**config.mk**
```make
export PLATFORM = sky130hd
export DESIGN_NAME = size_conv_tx_pack
export DESIGN_NICKNAME = d
export VERILOG_FILES = /design/src/rtl/size_conv_pkg.sv /design/src/rtl/size_conv_pack_buf.sv /design/src/rtl/size_conv_tx_pack.sv
export SDC_FILE = /design/constraint.sdc
export NUM_CORES = 1
export LEC_CHECK = 0
export BUFFER_PORTS_ARGS = -buffer_cell sky130_fd_sc_hd__buf_2
export CORE_MARGIN = 2
export CORE_UTILIZATION = 39
export DETAILED_ROUTE_END_ITERATION = 10
export PLACE_DENSITY = 0.59
export RECOVER_POWER = 50
export SLEW_MARGIN = 15
export SYNTH_ARGS = -nofsm -noshare
export SYNTH_HDL_FRONTEND = slang
export SYNTH_SLANG_ARGS = --single-unit
```
**constraint.sdc**
```tcl
create_clock -name clk -period 3.68 [get_ports clk]
set_input_delay 0.368 -clock clk [delete_from_list [all_inputs] [get_ports clk]]
set_output_delay 0.368 -clock clk [all_outputs]
set_load 0.005 [all_outputs]
```
**src/rtl/size_conv_pkg.sv**
```systemverilog
// size_conv_pkg: command codes, FSM state encoding and parity helper shared by the TX size converter.
package size_conv_pkg;
    localparam logic [7:0] CMD_TX         = 8'h02;
    localparam logic [7:0] CMD_ERASE_CHIP = 8'h04;
    localparam logic [7:0] CMD_ERASE_SECT = 8'h08;
    localparam logic [7:0] CMD_ERASE_WORD = 8'h10;

    localparam logic [2:0] S_IDLE  = 3'd0;
    localparam logic [2:0] S_FILL  = 3'd1;
    localparam logic [2:0] S_WRITE = 3'd2;
    localparam logic [2:0] S_ERASE = 3'd3;
    localparam logic [2:0] S_DONE  = 3'd4;

    typedef enum logic [2:0] {
        IDLE  = S_IDLE,
        FILL  = S_FILL,
        WRITE = S_WRITE,
        ERASE = S_ERASE,
        DONE  = S_DONE
    } state_e;

    function automatic logic even_par(input logic [7:0] b);
        return ^b;
    endfunction
endpackage

```
**src/rtl/size_conv_pack_buf.sv**
```systemverilog
// size_conv_pack_buf: RATIO-slot 32-bit packing buffer with per-slot enables.
module size_conv_pack_buf
    import size_conv_pkg::*;
#(
    parameter int RATIO = 2,
    parameter int IW    = 1
) (
    input  logic                  clk,
    input  logic                  rst_n,
    input  logic                  load,
    input  logic                  clr,
    input  logic [IW-1:0]         idx,
    input  logic [31:0]           din,
    output logic [32*RATIO-1:0]   data,
    output logic [RATIO-1:0]      be
);
    always_ff @(posedge clk or negedge rst_n) begin
        if (!rst_n) begin
            data <= '0;
            be   <= '0;
        end else if (clr) begin
            data <= '0;
            be   <= '0;
        end else if (load) begin
            for (int k = 0; k < RATIO; k++)
                if (idx == IW'(k)) begin
                    data[32*k +: 32] <= din;
                    be[k]            <= 1'b1;
                end
        end
    end
endmodule

```
**src/rtl/size_conv_tx_pack.sv**
```systemverilog
// size_conv_tx_pack: packs 32-bit uDMA beats into RATIO*32-bit MRAM writes and sequences erases.
// Define SIZE_CONV_PARITY_EN to fill the pad field with per-byte even parity of the stored data.
module size_conv_tx_pack
    import size_conv_pkg::*;
#(
    parameter int RATIO      = 2,
    parameter int ADDR_W     = 16,
    parameter int TRANS_SIZE = 16,
    parameter int PAD_W      = 14,
    parameter int SECT_SHIFT = 8,
    parameter int ERS_W      = 10
) (
    input  logic                        clk,
    input  logic                        rst_n,
    input  logic                        cmd_req_i,
    output logic                        cmd_gnt_o,
    input  logic [7:0]                  cmd_mode_i,
    input  logic [ADDR_W-1:0]           cmd_addr_i,
    input  logic [TRANS_SIZE-1:0]       cmd_size_i,
    input  logic [ERS_W-1:0]            cmd_ers_i,
    input  logic [31:0]                 tx_data_i,
    input  logic                        tx_valid_i,
    output logic                        tx_ready_o,
    output logic                        mem_req_o,
    input  logic                        mem_gnt_i,
    output logic [ADDR_W-1:0]           mem_addr_o,
    output logic [32*RATIO+PAD_W-1:0]   mem_wdata_o,
    output logic [RATIO-1:0]            mem_be_o,
    output logic                        mem_eot_o,
    output logic                        busy_o,
    output logic                        tx_done_o,
    output logic                        erase_done_o,
    output logic                        err_o
);
    localparam int DW = 32 * RATIO;
    localparam int IW = RATIO > 1 ? $clog2(RATIO) : 1;
    localparam int RW = TRANS_SIZE + 1;

    state_e            state;
    logic              is_tx, is_chip, is_sect;
    logic [ADDR_W-1:0] addr;
    logic [RW-1:0]     rem;
    logic [IW-1:0]     idx;
    logic [ERS_W-1:0]  cnt;
    logic [DW-1:0]     buf_data, data_out;
    logic [RATIO-1:0]  buf_be;
    logic [PAD_W-1:0]  pad;
    logic              legal, accept, fill_last;

    assign legal     = cmd_mode_i inside {CMD_TX, CMD_ERASE_CHIP, CMD_ERASE_SECT, CMD_ERASE_WORD};
    assign accept    = state == FILL && tx_valid_i;
    assign fill_last = idx == IW'(RATIO - 1) || rem <= RW'(4);

    assign cmd_gnt_o    = state == IDLE && cmd_req_i;
    assign err_o        = cmd_gnt_o && !legal;
    assign busy_o       = cmd_req_i || state != IDLE;
    assign tx_ready_o   = state == FILL;
    assign mem_req_o    = state == WRITE || state == ERASE;
    assign mem_addr_o   = addr;
    assign data_out     = state == ERASE ? '0 : ~buf_data;
    assign mem_wdata_o  = {pad, data_out};
    assign mem_be_o     = state == ERASE ? '1 : state == WRITE ? buf_be : '0;
    assign mem_eot_o    = state == WRITE ? rem == '0 : state == ERASE && (is_chip || cnt == '0);
    assign tx_done_o    = state == DONE && is_tx;
    assign erase_done_o = state == DONE && !is_tx;

`ifdef SIZE_CONV_PARITY_EN
    localparam int NPAR = PAD_W < DW / 8 ? PAD_W : DW / 8;
    always_comb begin
        pad = '0;
        for (int i = 0; i < NPAR; i++) pad[i] = even_par(data_out[8*i +: 8]);
    end
`else
    assign pad = '0;
`endif

    size_conv_pack_buf #(.RATIO(RATIO), .IW(IW)) u_buf (
        .clk   (clk),
        .rst_n (rst_n),
        .load  (accept),
        .clr   (state == WRITE && mem_gnt_i),
        .idx   (idx),
        .din   (tx_data_i),
        .data  (buf_data),
        .be    (buf_be)
    );

    always_ff @(posedge clk or negedge rst_n) begin
        if (!rst_n) begin
            state   <= IDLE;
            is_tx   <= 1'b0;
            is_chip <= 1'b0;
            is_sect <= 1'b0;
            addr    <= '0;
            rem     <= '0;
            idx     <= '0;
            cnt     <= '0;
        end else begin
            case (state)
                IDLE: if (cmd_req_i && legal) begin
                    addr    <= cmd_addr_i;
                    rem     <= (RW'(cmd_size_i) + RW'(3)) & ~RW'(3);
                    idx     <= '0;
                    cnt     <= cmd_ers_i;
                    is_tx   <= cmd_mode_i == CMD_TX;
                    is_chip <= cmd_mode_i == CMD_ERASE_CHIP;
                    is_sect <= cmd_mode_i == CMD_ERASE_SECT;
                    state   <= cmd_mode_i != CMD_TX ? ERASE : cmd_size_i == '0 ? DONE : FILL;
                end
                FILL: if (tx_valid_i) begin
                    rem <= rem - RW'(4);
                    if (fill_last) state <= WRITE;
                    else idx <= idx + IW'(1);
                end
                WRITE: if (mem_gnt_i) begin
                    addr  <= addr + ADDR_W'(1);
                    idx   <= '0;
                    state <= rem == '0 ? DONE : FILL;
                end
                ERASE: if (mem_gnt_i) begin
                    cnt  <= cnt - ERS_W'(1);
                    // sector stride: bump the sector field and zero the in-sector offset
                    addr <= is_sect ? ((addr >> SECT_SHIFT) + ADDR_W'(1)) << SECT_SHIFT : addr + ADDR_W'(1);
                    if (is_chip || cnt == '0) state <= DONE;
                end
                DONE: state <= IDLE;
                default: state <= IDLE;
            endcase
        end
    end
endmodule

```
# Word-level counts from Yosys, hierarchy flattened
# Cells that the tools add are included.
# totals
output_inout_bits	104
reg_bits	116
word_cells	109
input_bits	87
# op_classes
add_sub_neg	6
reduce_logical	34
n_eq_ne	17
mux	38
order_cmp	1
bitwise_logic	1
# ops
operator	count
2-to-1 mux 64 bit	3
2-to-1 mux 16 bit	4
2-to-1 mux 32 bit	2
inverter 64 bit	1
case mux 16 bit (3 select lines)	1
2-to-1 mux 17 bit	2
case mux 17 bit (2 select lines)	1
2-to-1 mux 3 bit	9
2-to-1 mux 10 bit	2
case mux 10 bit (2 select lines)	1
adder 16 x 2 -> 17 bit (second input constant)	1
less-or-equal comparator 17 x 3 -> 1 bit (second input constant)	1
logical NOT 17 bit	1
subtractor 17 x 3 -> 17 bit (second input constant)	1
adder 16 x 1 -> 16 bit (second input constant)	1
logical NOT 16 bit	1
case mux 3 bit (4 select lines)	1
logical NOT 10 bit	1
subtractor 10 x 1 -> 10 bit (second input constant)	1
nonzero test 3 bit	3
adder 8 x 1 -> 8 bit (second input constant)	1
equality test 8 x 2 -> 1 bit (second input constant)	1
equality test 8 x 3 -> 1 bit (second input constant)	1
equality test 8 x 4 -> 1 bit (second input constant)	1
other kinds (22)	55

# Longest topological paths before layout
# Gate-level depths: netlist (run 1).
# logic_depth
ltp_word	5
depth_mapped	10

# Modules after synthesis
# From an unflattened synthesis (run 1), not the netlist that was laid out.
# hier_totals
cells_unflattened	777
hier_area_um2	6999.2
# by_module_without_submodules
mod	seq_area_each_um2	area_per_inst_um2	cells_each	instances
size_conv_tx_pack	1201.2	3935.0	526	1
size_conv_pack_buf	1651.6	3064.2	251	1

# Worst setup path before layout (run 1)
# Ideal clock, no wire load.
# synth_timing
kind	register -> output
start	register state[2]
end	output mem_wdata_o[33]
path_stages_with_launch	8
n_path_buf	4
path_slack_ns	1.548
arrival_ns	1.764
required_ns	3.312
cell_sequence	dfrtp_1 clkbuf_1 nand2b_1 buf_4 nor2_1 clkbuf_1 buf_1 nor2_1
# synth_via
elab_chain_len	2
# synth_lines
item	line_no	text
start, declared	size_conv_tx_pack.sv:39	state_e state;
start signal, assigned	size_conv_tx_pack.sv:108	state <= cmd_mode_i != CMD_TX ? ERASE : cmd_size_i == '0 ? DONE : FILL;
start signal, assigned	size_conv_tx_pack.sv:118	state <= rem == '0 ? DONE : FILL;
equality test 3 x 2 -> 1 bit	size_conv_tx_pack.sv:60	assign data_out = state == ERASE ? '0 : ~buf_data;
2-to-1 mux 64 bit	size_conv_tx_pack.sv:60	
end, declared	size_conv_tx_pack.sv:27	output logic [32*RATIO+PAD_W-1:0] mem_wdata_o,
# No other way between the ends.

# Worst setup path in the final report (run 1)
# layout_timing
start	register state[1]
end	register u_buf.data[63]
# layout_via
elab_chain_len	4
elab_cells_between_ends	8
cone_classes	2 x eq/ne; 1 x mux; 5 x reduce/logical
# layout_lines
item	line_no	text
equality test 3 x 1 -> 1 bit or equality test 3 x 2 -> 1 bit (tied branches)	size_conv_tx_pack.sv:51, size_conv_tx_pack.sv:81	
logical AND 1 bit (on tied branches)	size_conv_tx_pack.sv:51, size_conv_tx_pack.sv:81	
nonzero test 2 bit (no source line)	--	
AND reduction 2 bit (no source line)	--	
end signal, assigned by index	size_conv_pack_buf.sv:27	data[32*k +: 32] <= din;
end, declared	size_conv_pack_buf.sv:14	output logic [32*RATIO-1:0] data,
# Several ways; a longest one is shown, not always the timed one.
# A chain may end at the register's enable or synchronous reset.

==> flow_metrics.env, run 1 <==
export IMPL_status="finished, violations left"
export IMPL_violations="max-capacitance violations, max-slew violations"
export IMPL_htree_num_levels=4
export IMPL_grtUsageMet1_pct=27.5
export IMPL_dieArea_mm2=0.0175
export IMPL_rsz0062_at_grt="false"
export IMPL_use_met3_pct=4.58
export IMPL_power_density_mw_per_mm2=826
export IMPL_final_setup_viol_count=0
export IMPL_drc=0
export IMPL_syn_inst=761
export IMPL_antenna_found_initial=0
export IMPL_synth_edf_count=0
export IMPL_antenna_left=0
export IMPL_synth_distinct_cells=67
export IMPL_worstPathArrival_ps=3170
export IMPL_drt_initial_drc_count=372
export IMPL_synthesis_area_mm2=0.00642
export IMPL_finalNetCount=1013
export IMPL_antenna_cells=0
export IMPL_critical_path_startpoint_type="flop"
export IMPL_yosys_warnings=0
export IMPL_post_cts_buffers=0
export IMPL_cpLargestDelayFamily="buffers and inverters"
export IMPL_grtUsageTotal_pct=20.9
export IMPL_met2_usage_pct=33.6
export IMPL_die_h_um=132
export IMPL_io_buffers=176
export IMPL_crit_type="reg2reg"
export IMPL_ff2ff_path_depth=6
export IMPL_seq_area_frac_synth_pct=44.4
export IMPL_busiest_layer="met2"
export IMPL_numCtsBuffers=17
export IMPL_critical_path_peak_fanout=33
export IMPL_ctsResizeCount=0
export IMPL_place_congestion=0.850
export IMPL_clk_pin_slew_ps=60
export IMPL_ys_flop_type="dfrtp_1"
export IMPL_postSynthAreaPerCell_um2=8.44
export IMPL_grt_max_degree=73
export IMPL_period_share_pct=77.0
export IMPL_initial_core_util_pct=40.1
export IMPL_synth_seq_cells=114
export IMPL_clock_skew_ps=10.3
export IMPL_layout_drive_gt1_share_pct=24.6
export IMPL_r2r_start="state[1]"
export IMPL_p_leak_uw=0.00361
export IMPL_place_hpwl_mm=12.2
export IMPL_final_hold_violation_count=0
export IMPL_io_pins=191
export IMPL_final_cells=1148
export IMPL_tritoncts="built"
export IMPL_holdBufCountCts=0
export IMPL_crit_path_end_kind="flop"
export IMPL_clk_path_buf_depth=2
export IMPL_min_path_type="in2async"
export IMPL_overflow=0
export IMPL_place_inst=1116
export IMPL_grt_pass1_vias=5897
export IMPL_fin_tns_setup_ps=0
export IMPL_drv_cap=1
export IMPL_clock_latency_ps=410
export IMPL_final_core_util_pct=50.0
export IMPL_die_w_um=132
export IMPL_slowest_delay_ps=1170
export IMPL_crit_buf_inv=1
export IMPL_crit_required_ps=4010
export IMPL_slew_violations=34
export IMPL_slew_headroom_pct=-6.73
export IMPL_core_rowCount=46
export IMPL_reg2reg_to="u_buf.data[63]"
export IMPL_area_growth_pct=24.6
export IMPL_fin_crit_ps=2830
export IMPL_core_region_area_mm2=0.0160
export IMPL_max_vdd_ir_drop_v=0.000382
export IMPL_root_buffer="clkbuf_16"
export IMPL_timing_reg2reg_setup_slack_ps=850
export IMPL_viasPerCell=5.32
export IMPL_async_reset_ff_share_pct=100
export IMPL_vias=6105
export IMPL_crit_slowest_cell="clkbuf_1"
export IMPL_nFillCells=1607
export IMPL_tightest_slew_ps=1600
export IMPL_grt_pass1_wl_mm=29.8
export IMPL_first_pass_iters=4
export IMPL_finalWirelength_mm=18.0
export IMPL_path_cells="nor2_1 -> nand3_1 -> nor2_2 -> clkbuf_1 -> nand2_1 -> a21oi_1"
export IMPL_clock_sinks=114
export IMPL_max_freq_mhz=353
export IMPL_wire_per_inst_um=15.7
where the power goes:
part	switching, uW	internal [uW]
logic	1580	1170
registers	435	1730
clock network	623	1070
registers in the layout (all words and copies together) (netlist names), 2 cells and up:
name	flops
u_buf.data	64
mem_addr_o	16
rem	15
cnt	10
state	3
u_buf.be	2
cell usage in the layout (no fill, tap or decap), types with 9 or more instances in the layout:
cell	netlist	layout
nand3_1	13	13
buf_2	9	171
o21ai_0	50	51
conb_1	1	14
inv_1	19	19
nor3_1	24	24
nor4_1	13	13
a22o_1	39	39
a21oi_1	68	68
dfrtp_1	114	114
clkbuf_16	0	17
nand2_1	103	104
buf_4	16	9
nor2_1	112	108
worst max-delay path by stage:
| stage | depth (start not counted) | end | from |
|---|---|---|---|
| after floorplan | 7 | mem_wdata_o[33] | state[2] |
| after global placement | 8 | mem_addr_o[11] | state[0] |
| after detailed placement | 8 | mem_addr_o[11] | state[0] |
| after CTS | 3 | tx_ready_o | state[0] |
| after global routing | 6 | u_buf.data[44] | state[1] |
| final | 6 | u_buf.data[63] | state[1] |
through the flow:
step / worst slack [ps] / power (uW) / hold slack, ps / area [um2]
2_1_floorplan: 1550 / 3850 / 72.4 / 6470
3_3_place_gp: 1250 / 4950 / 482 / 7430
3_5_place_dp: 1170 / 4960 / 486 / 7430
4_1_cts: 832 / 6690 / 50.4 / 8040
5_1_grt: 460 / 7140 / 61.7 / 8010
6_report: 848 / 6610 / 17.7 / 8010
cells in the mapped netlist, types with 5 or more instances:
master | count | area, um2
nor3_1 | 24 | 120
nand2_1 | 103 | 387
o22ai_1 | 5 | 31.3
xor2_1 | 6 | 52.6
xnor2_1 | 7 | 61.3
or4_1 | 6 | 45.0
dfrtp_1 | 114 | 2850
and3_1 | 6 | 37.5
a22oi_1 | 8 | 60.1
nor4_1 | 13 | 81.3
a21oi_1 | 68 | 340
a31oi_1 | 7 | 43.8
clkbuf_1 | 30 | 113
nor2_1 | 112 | 420
buf_2 | 9 | 45.0
o21ai_1 | 8 | 40.0
nand3_1 | 13 | 65.1
buf_4 | 16 | 120
inv_1 | 19 | 71.3
a22o_1 | 39 | 342
nand4_1 | 8 | 50.1
o21ai_0 | 50 | 250
o2bb2ai_1 | 6 | 52.6
or3_1 | 5 | 31.3
ha_1 | 7 | 87.6
cells by family (layout without fill, tap and decap cells):
logic type,Yosys count,after routing,share of synthesized area (%)
simple gates,314,314,22.3
compound gates,229,229,23.5
flops,114,114,44.4
buf+inv,81,239,6.31
xor+xnor,13,13,1.77
fa+ha+maj,7,7,1.36
mux,2,2,0.331
other cells,1,14,0.0584
routing by layer:
metal | routed length [um] | vias to the layer above
met5 | 0 | -
met4 | 430 | 0
met3 | 824 | 32
met2 | 8650 | 173
met1 | 8120 | 2893
li1 | - | 3007
final cells by class:
| cell class | instances | area, um2 | area share, % |
|---|---|---|---|
| tap | 216 | 270 | 3.38 |
| multi-input combinational | 579 | 3230 | 40.4 |
| sequential | 114 | 2850 | 35.6 |
| inverter | 19 | 71.3 | 0.891 |
| clock buffer | 18 | 429 | 5.36 |
| timing repair buffer | 188 | 971 | 12.1 |
| clock inverter | 14 | 179 | 2.23 |
worst register-to-register path: cells and delay by family (launching register included):
family / cells / cell delay [ps]
and+or+nand+nor: 4 / 900
DFF: 1 / 510
buffers and inverters: 1 / 1170
AOI/OAI and AO/OA: 1 / 180
Power figures use the tool's default switching activity.
==> run 2, diff against run 1 <==
ABC_AREA = 1   (was default)
PLACE_DENSITY = 0.61   (was 0.59)
clock period = 2.6 ns   (was 3.68 ns; I/O delays follow)
==> flow_metrics.env, run 2 <==
export IMPL_status="finished, violations left"
export IMPL_violations="max-capacitance violations, max-slew violations"
export IMPL_place_congestion=0.874
export IMPL_clock_sinks=114
export IMPL_synth_edf_count=0
export IMPL_drv_cap=1
export IMPL_grtUsageMet1_pct=29.0
export IMPL_ys_flop_type="dfrtp_1"
export IMPL_setup_ws_ps=330
export IMPL_crit_required_ps=2340
export IMPL_final_setup_viol_count=0
export IMPL_root_buffer="clkbuf_16"
export IMPL_syn_inst=1015
export IMPL_slew_violations=115
export IMPL_crit_type="reg2out"
export IMPL_ys_top_cells_by_count="249 x nand2_1, 154 x nor2_1, 124 x nand3_1"
export IMPL_vias=7003
export IMPL_rsz0062_at_grt="false"
export IMPL_yosysTopAreaCellShare_pct=40.8
export IMPL_die_w_um=138
export IMPL_seq_area_frac_synth_pct=40.8
export IMPL_synth_distinct_cells=39
export IMPL_met2_usage_pct=31.9
export IMPL_crit_path_end_kind="primary output"
export IMPL_largest_register_ffs=64
export IMPL_grt_pass1_wl_mm=31.0
export IMPL_dieArea_mm2=0.0190
export IMPL_core_rowCount=48
export IMPL_die_h_um=138
export IMPL_synthTopCellsByArea="dfrtp_1 41%, nand2_1 13%, nand3_1 8.9%"
export IMPL_antenna_found_initial=0
export IMPL_numCtsBuffers=17
export IMPL_preCtsSetupSlack_ps=607
export IMPL_antenna_cells=0
export IMPL_use_met3_pct=4.86
export IMPL_synthesis_area_mm2=0.00699
export IMPL_final_hold_violation_count=0
export IMPL_period_share_pct=87.3
export IMPL_synth_seq_cells=114
export IMPL_initial_core_util_pct=40.1
export IMPL_final_cell_mix="250 x nand2_1, 165 x buf_2, 156 x nor2_1"
export IMPL_worstPathArrival_ps=2010
export IMPL_io_buffers=176
export IMPL_grtUsageTotal_pct=20.7
export IMPL_total_power_uw=9830
export IMPL_fin_crit_ps=2270
export IMPL_clk_pin_slew_ps=60
export IMPL_finalNetCount=1279
export IMPL_critical_path_startpoint_type="flop"
export IMPL_max_vdd_ir_drop_v=0.000504
export IMPL_tritoncts="built"
export IMPL_min_path_type="in2reg"
export IMPL_power_density_mw_per_mm2=1150
export IMPL_first_pass_iters=5
export IMPL_critical_path_peak_fanout=41
export IMPL_antenna_left=0
export IMPL_synth_most_common_cell="nand2_1"
export IMPL_clk_path_buf_depth=2
export IMPL_grt_max_degree=115
export IMPL_io_pins=191
export IMPL_p_leak_uw=0.00444
export IMPL_nFillCells=1826
export IMPL_top_register="u_buf.data"
export IMPL_ctsResizeCount=0
export IMPL_wire_per_inst_um=13.7
export IMPL_postSynthAreaPerCell_um2=6.88
export IMPL_fin_tns_setup_ps=0
export IMPL_max_freq_mhz=440
export IMPL_tightest_slew_ps=1600
export IMPL_clock_latency_ps=420
export IMPL_drc=0
export IMPL_grt_pass1_vias=6230
export IMPL_clock_skew_ps=13.4
export IMPL_slew_headroom_pct=-6.66
export IMPL_htree_num_levels=4
export IMPL_busiest_layer="met2"
export IMPL_area_growth_pct=22.6
export IMPL_yosys_area_top_type="dfrtp_1"
export IMPL_final_common_cell="nand2_1"
export IMPL_drt_initial_drc_count=422
export IMPL_finalWirelength_mm=19.5
export IMPL_overflow=0
export IMPL_viasPerCell=4.92
export IMPL_layout_drive_gt1_share_pct=19.0
export IMPL_place_hpwl_mm=13.9
export IMPL_yosys_warnings=0
export IMPL_core_region_area_mm2=0.0174
export IMPL_async_reset_ff_share_pct=100
run 2: cell count changes after synthesis, sizes merged, moves of 9 or more:
cell    previous run  this run
nand2            104       252
nand3             13       125
inv               19       130
a21oi             68        10
nor2             112       163
a22o              39         3
o21ai             60        89
clkbuf            30         5
nor3              25         9
buf               32        47
nor4              14         1
nand4              8        17
run 2: final cells by class:
class / instances / area (um2) / area share (%)
flip-flops and latches: 114 / 2850 / 33.3
multi-input cells: 732 / 3380 / 39.5
clock inverters: 14 / 155 / 1.81
inverters: 130 / 488 / 5.70
well taps: 225 / 282 / 3.29
repair buffers: 190 / 978 / 11.4
clock buffers: 18 / 429 / 5.01
run 2: where the power goes:
part | switching [uW] | leakage (uW) | total, uW | internal (uW)
sequential | 560 | 0.00148 | 3000 | 2440
clock | 879 | 0.000281 | 2300 | 1420
combinational | 2850 | 0.00268 | 4530 | 1670
total | 4290 | 0.00444 | 9830 | 5540
run 2: logic make-up after synthesis:
logic type	Yosys count	share of synthesized area, %
other cells	1	0.0537
buf+inv	182	11.2
fa+ha+maj	7	1.25
flops	114	40.8
compound gates	130	10.3
simple gates	572	35.2
xor+xnor	9	1.13
run 2: routing by layer:
metal / part of all wire [%] / wire length [um] / up-vias
met5: 0 / 0 / -
met4: 1.4 / 272 / 0
met3: 6.5 / 1270 / 23
met2: 44 / 8540 / 222
met1: 48 / 9390 / 3194
li1: - / - / 3564
run 2: path summary, 6_finish.rpt:
| kind | depth (start not counted) | endpoint | slack, ps | startpoint |
|---|---|---|---|---|
| worst min register to register | 2 | u_buf.data[41] | 470 | u_buf.data[41] |
| max in group asynchronous | 3 | cnt[9] | 680 | rst_n |
| worst min-delay path | 3 | u_buf.data[53] | 80 | tx_data_i[21] |
| min in group asynchronous | 3 | u_buf.data[33] | 920 | rst_n |
| worst max-delay path | 6 | mem_wdata_o[38] | 330 | state[2] |
| worst max register to register | 9 | u_buf.data[0] | 420 | state[1] |
run 2: what timing repair did:
| action | in CTS | in global routing |
|---|---|---|
| hold buffers | 1 | 0 |
| setup buffers | 0 | 0 |
| endpoints found under the hold margin | 114 | 0 |
run 2: critical path, stage by stage, from the launching register on:
cell and delay (ps):
dfrtp_1 430, inv_1 80, nand3_2 280, inv_2 170, buf_4 400, nor2_1 90, buf_2 140
run 2: through the flow:
| step | utilization (%) | hold slack, ps | std cells | instance area (um2) |
|---|---|---|---|---|
| 2_1_floorplan | - | -35.6 | 1028 | 7040 |
| 3_3_place_gp | 46.0 | 410 | 1390 | 8010 |
| 3_5_place_dp | 46.0 | 406 | 1390 | 8010 |
| 4_1_cts | 49.4 | 61.2 | 1423 | 8610 |
| 5_1_grt | 49.2 | 76.0 | 1423 | 8570 |
| 6_report | 49.2 | 77.2 | 1423 | 8570 |
